==> src/rtl/sipo_pkg.sv <==
// Shared types and helpers for the serial-in parallel-out deserializer.
// The state enum doubles as the 1-bit encoding constants ST_IDLE / ST_RECV.
package sipo_pkg;

  typedef enum logic {
    ST_IDLE = 1'b0,
    ST_RECV = 1'b1
  } state_t;

  // Wide enough to hold 0..width inclusive.
  function automatic int cnt_width(input int width);
    return $clog2(width + 1);
  endfunction

endpackage

==> src/rtl/sipo_shifter.sv <==
// Shift register and bit counter for sipo_deser.
// o_word is the word including the bit being captured this cycle, so the top can latch it on the completing edge.
module sipo_shifter
  import sipo_pkg::*;
#(
  parameter int WIDTH     = 4,
  parameter bit LSB_FIRST = 1'b1
) (
  input  logic             i_clk,
  input  logic             i_rst,
  input  logic             i_capture,
  input  logic             i_restart,
  input  logic             i_bit,
  output logic [WIDTH-1:0] o_word,
  output logic             o_done,
  output logic             o_busy
);

  localparam int            CW   = cnt_width(WIDTH);
  localparam logic [CW-1:0] LAST = CW'(WIDTH);

  logic [WIDTH-1:0] r_sreg;
  logic [CW-1:0]    r_count;
  logic [WIDTH-1:0] w_base;
  logic [WIDTH-1:0] w_shift;
  logic [CW-1:0]    w_count_inc;

  // After WIDTH shifts the first bit ends up at [0] (LSB first) or [WIDTH-1] (MSB first).
  always_comb begin
    w_base      = i_restart ? '0 : r_sreg;
    w_count_inc = (i_restart ? '0 : r_count) + CW'(1);
    if (LSB_FIRST) w_shift = {i_bit, w_base[WIDTH-1:1]};
    else           w_shift = {w_base[WIDTH-2:0], i_bit};
  end

  assign o_word = w_shift;
  assign o_done = i_capture && (w_count_inc == LAST);
  assign o_busy = (r_count != '0);

  always_ff @(posedge i_clk) begin
    if (i_rst) begin
      r_sreg  <= '0;
      r_count <= '0;
    end else if (i_capture) begin
      if (o_done) begin
        r_sreg  <= '0;
        r_count <= '0;
      end else begin
        r_sreg  <= w_shift;
        r_count <= w_count_inc;
      end
    end
  end

endmodule

==> src/rtl/sipo_deser.sv <==
// Serial-in parallel-out deserializer: framing FSM, one-word holding register and overrun flag.
// Words land in the holding register on the same edge that samples their final bit.
module sipo_deser
  import sipo_pkg::*;
#(
  parameter int WIDTH     = 4,
  parameter bit LSB_FIRST = 1'b1
) (
  input  logic             i_clk,
  input  logic             i_rst,
  input  logic             i_si,
  input  logic             i_si_valid,
  input  logic             i_si_start,
  output logic [WIDTH-1:0] o_pdata,
  output logic             o_pvalid,
  input  logic             i_pready,
  output logic             o_busy,
  output logic             o_overrun
);

  state_t           r_state;
  state_t           w_state_nxt;
  logic             w_capture;
  logic             w_restart;
  logic [WIDTH-1:0] w_word;
  logic             w_done;
  logic             w_partial;
  logic [WIDTH-1:0] r_pdata;
  logic             r_pvalid;
  logic             r_overrun;

  // IDLE ignores unframed bits; in RECV every valid bit is taken.
  assign w_capture = i_si_valid && ((r_state == ST_RECV) || i_si_start);
  assign w_restart = i_si_valid && i_si_start;

  sipo_shifter #(
    .WIDTH     (WIDTH),
    .LSB_FIRST (LSB_FIRST)
  ) u_shifter (
    .i_clk     (i_clk),
    .i_rst     (i_rst),
    .i_capture (w_capture),
    .i_restart (w_restart),
    .i_bit     (i_si),
    .o_word    (w_word),
    .o_done    (w_done),
    .o_busy    (w_partial)
  );

  always_ff @(posedge i_clk) begin
    if (i_rst) r_state <= ST_IDLE;
    else       r_state <= w_state_nxt;
  end

  always_comb begin
    w_state_nxt = r_state;
    case (r_state)
      ST_IDLE: if (i_si_valid && i_si_start) w_state_nxt = ST_RECV;
      ST_RECV: w_state_nxt = ST_RECV;
      default: w_state_nxt = ST_IDLE;
    endcase
  end

  // A completing word is dropped only when the held word is neither empty nor being consumed.
  always_ff @(posedge i_clk) begin
    if (i_rst) begin
      r_pdata   <= '0;
      r_pvalid  <= 1'b0;
      r_overrun <= 1'b0;
    end else begin
      r_overrun <= 1'b0;
      if (w_done) begin
        if (!r_pvalid || i_pready) begin
          r_pdata  <= w_word;
          r_pvalid <= 1'b1;
        end else begin
          r_overrun <= 1'b1;
        end
      end else if (r_pvalid && i_pready) begin
        r_pvalid <= 1'b0;
      end
    end
  end

  assign o_pdata   = r_pdata;
  assign o_pvalid  = r_pvalid;
  assign o_overrun = r_overrun;
  assign o_busy    = (r_state == ST_RECV) && w_partial;

endmodule

==> config.mk <==
export PLATFORM = sky130hd
export DESIGN_NAME = sipo_deser
export DESIGN_NICKNAME = d
export VERILOG_FILES = /design/src/rtl/sipo_pkg.sv /design/src/rtl/sipo_shifter.sv /design/src/rtl/sipo_deser.sv
export SDC_FILE = /design/constraint.sdc
export NUM_CORES = 1
export LEC_CHECK = 0
export BUFFER_PORTS_ARGS = -buffer_cell sky130_fd_sc_hd__buf_2
export CAP_MARGIN = 20
export CORE_MARGIN = 3
export CORE_UTILIZATION = 52
export CTS_CLUSTER_DIAMETER = 60
export DETAILED_ROUTE_END_ITERATION = 16
export MAX_ROUTING_LAYER = met4
export PLACE_DENSITY_LB_ADDON = 0.12
export SKIP_LAST_GASP = 1
export SLEW_MARGIN = 5
export SYNTH_ARGS = -nofsm -noshare
export SYNTH_HDL_FRONTEND = slang
export SYNTH_SLANG_ARGS = --single-unit
==> constraint.sdc <==
create_clock -name i_clk -period 2.6 [get_ports i_clk]
set_clock_uncertainty 0.2 [all_clocks]
set_input_delay 0.52 -clock i_clk [delete_from_list [all_inputs] [get_ports i_clk]]
set_output_delay 0.52 -clock i_clk [all_outputs]
set_load 0.03 [all_outputs]
==> run_results.csv <==
group,metric,value,unit
routing,drtIter0Drc,9,
yosys,synth-async-reset-ratio,0,%
pwr,p_seq_share,56.3,%
yosys,syn_avg_cell_area,10.03,um^2
routing,dr.pass1.iters,4,
cells_and_area,multi_input_area,415.4,um^2
routing,postRouteAntennaNets,0,
cts,root_buffer,"clkbuf_4",
pwr,p_int,0.2776,mW
global_routing,antenna_found_initial,0,
cells_and_area,fillers,113,
cells_and_area,ff_latch_area,260.3,um^2
sta,clock.fmax,0.4759,GHz
yosys,seq_area_frac_synth,36.56,%
outcome,outcome,"finished, final reports clean",
setup_path,path_max_fanout,9,
cts,clk_path_buf_depth,2,
floorplanning,initial_core_util,60.02,%
sta,worstMarginPinSlew,0.3013,ns
cts,cts-hold-fix-buffers,0,
setup_path,startpoint_type,"primary input",
cts,postCtsSetupBuffers,0,
global_routing,grt_pass1_wl,2180,um
yosys,synth_edf_count,0,
yosys,synth_seq_cells,13,
place,io_buffers,12,
floorplanning,io_pins,13,
place,dpl.hpwl,961.4,um
cts,ctsResizeCount,0,
routing,routed_wl,1302,um
pwr,combPwrFrac,9.8,%
routing,routed_via_density,5.720,
setup_path,worstSetupPathType,"primary input to flip-flop",
sta,period_share,80.82,%
yosys,yosysUniqueCellTypes,27,
sta,slew_viol_final,0,
routing,drc,0,
floorplanning,rows,12,
worst_hold_path,hold_class,"flip-flop to flip-flop",
sta,fin_crit,2.101,ns
setup_path,required,2.57,ns
sta,hold_violations,0,
setup_path,critPathArrivalTime,2.07,ns
yosys,synth_top_area_share,36.56,%
pwr,p_leak,0.3550,nW
yosys,ys.flop_type,"dfxtp_1",
cts,path_clk_slew,0.08,ns
sta,tns,0,ns
global_routing,grt_usage,16.34,%
routing,wl_per_cell,13.02,um
cells_and_area,nNetsFinal,95,
cts,clock_sinks,13,
place,gp_congestion,0.7411,
sta,setup_viol,0,
pwr,p_sw,0.09140,mW
yosys,syn_inst,71,
cts,cts_tree,"built",
sta,rsz0062_at_grt,"no",
yosys,synth_fp_nets,79,
cts,clk_latency,0.28,ns
worst_hold_path,hold_depth,2,
yosys,synth_area_leaders,"dfxtp_1 37%, mux2i_1 7.0%, or2b_2 4.9%",
cells_and_area,post-route-util,66.98,%
setup_path,reg2reg_depth,6,
floorplanning,core,0.001186,mm^2
job,max_cap_viol_count,0,
pwr,peakVddDrop,0.3446,mV
floorplanning,fp.dieW,43,um
setup_path,endpoint_kind,"flip-flop",
yosys,yosys_warnings,0,
pwr,switching_share,24.77,%
global_routing,grt_max_degree,15,
cells_and_area,area_growth,11.60,%
cells_and_area,layout-drive-gt1-share,33.72,%
cts,numCtsBuffers,3,
global_routing,grt_overflow,0,
global_routing,grt_pass1_vias,481,
sta,max_slew_margin,79.89,%
cts,htree_levels,1,
floorplanning,dieArea,0.001849,mm^2
pwr,p_clk_share,33.9,%
routing,vias,572,
yosys,synthesis.area,711.9,um^2
floorplanning,die_h,43,um
yosys,synth_top_cell_by_area,"dfxtp_1",
pwr,power_density,464.5,mW/mm^2
cells_and_area,diodes,0,
critical path, cell delays in order:
cell and delay, ns:
buf_2 0.18, nand2_1 0.12, and2_1 0.21, ha_1 0.21, and4bb_1 0.28, nand3_2 0.15, a21bo_4 0.27, mux2i_1 0.12
cells in the mapped netlist, drive strengths merged (2+ instances only):
library cell / instances
nor3: 2
mux2i: 5
and2: 3
or2b: 5
ha: 2
and3: 3
nand2: 8
buf: 2
nor2: 4
dfxtp: 13
o21ai: 2
nand2b: 2
a21oi: 6
a32oi: 2
placed cells by master, fill, tap and decap left out, types with 2 or more instances in the layout:
master,synthesis,final
and3_2,3,3
dfxtp_1,13,13
o21ai_0,2,2
buf_4,0,2
clkbuf_4,0,3
mux2i_1,5,5
nand2b_1,2,2
nor3_1,2,2
or2b_2,4,4
nor2_1,4,4
and2_1,3,3
a21oi_1,6,6
a32oi_1,2,2
buf_2,0,12
ha_1,2,2
nand2_1,8,8
cell type report:
cell class	count	share of cell area (%)
well taps	14	2.205
clock buffers	4	3.307
repair buffers	14	9.449
multi-input cells	55	52.28
flip-flops and latches	13	32.76
power groups by stage:
stage / Clock (mW) / Combinational [mW] / Sequential, mW
global route: 0.147 / 0.0404 / 0.209
floorplan: 0 / 0.0301 / 0.211
detailed placement: 0 / 0.0361 / 0.212
finish: 0.125 / 0.0363 / 0.208
CTS: 0.130 / 0.0362 / 0.208
global placement: 0 / 0.0358 / 0.212
cells by family (layout without fill, tap and decap cells):
group | Yosys count | in the layout | synth area share (%)
mux | 5 | 5 | 7.030
fa+ha+maj | 2 | 2 | 3.514
compound gates | 16 | 16 | 19.51
flops | 13 | 13 | 36.56
buf+inv | 3 | 18 | 5.096
simple gates | 32 | 32 | 28.29
metrics by stage:
stage	total power, mW	instance area, um^2	worst slack (ns)	hold WS, ns	cells
global route	0.3959	794.5	0.4411	0.3053	100
finish	0.3690	794.5	0.4988	0.2783	100
floorplan	0.2409	711.9	0.3757	0.2344	71
CTS	0.3733	794.5	0.5096	0.2827	100
detailed placement	0.2484	768.2	0.2136	0.2721	96
global placement	0.2479	768.2	0.2300	0.2549	96
registers in the layout, summed over array words and instances, names as in the netlist:
name	flops
o_overrun	1
u_shifter.r_count	3
o_pvalid	1
r_state	1
o_pdata	4
u_shifter.r_sreg	3
metal layers:
metal / vias to the layer above / track usage, % / part of all wire [%]
li1: 286 / - / -
met1: 267 / 22.82 / 49
met2: 15 / 20.36 / 44
met3: 4 / 3.814 / 4.7
met4: 0 / 10.84 / 1.9
met5: - / - / 0
worst paths after layout:
check                        from              endpoint  slack (ns)
max                    i_si_start            o_pdata[0]        0.50
min          u_shifter.r_count[1]  u_shifter.r_count[1]        0.28
max reg2reg  u_shifter.r_count[0]            o_pdata[0]        0.76
min reg2reg  u_shifter.r_count[1]  u_shifter.r_count[1]        0.28
(Power assumes the default switching activity.)
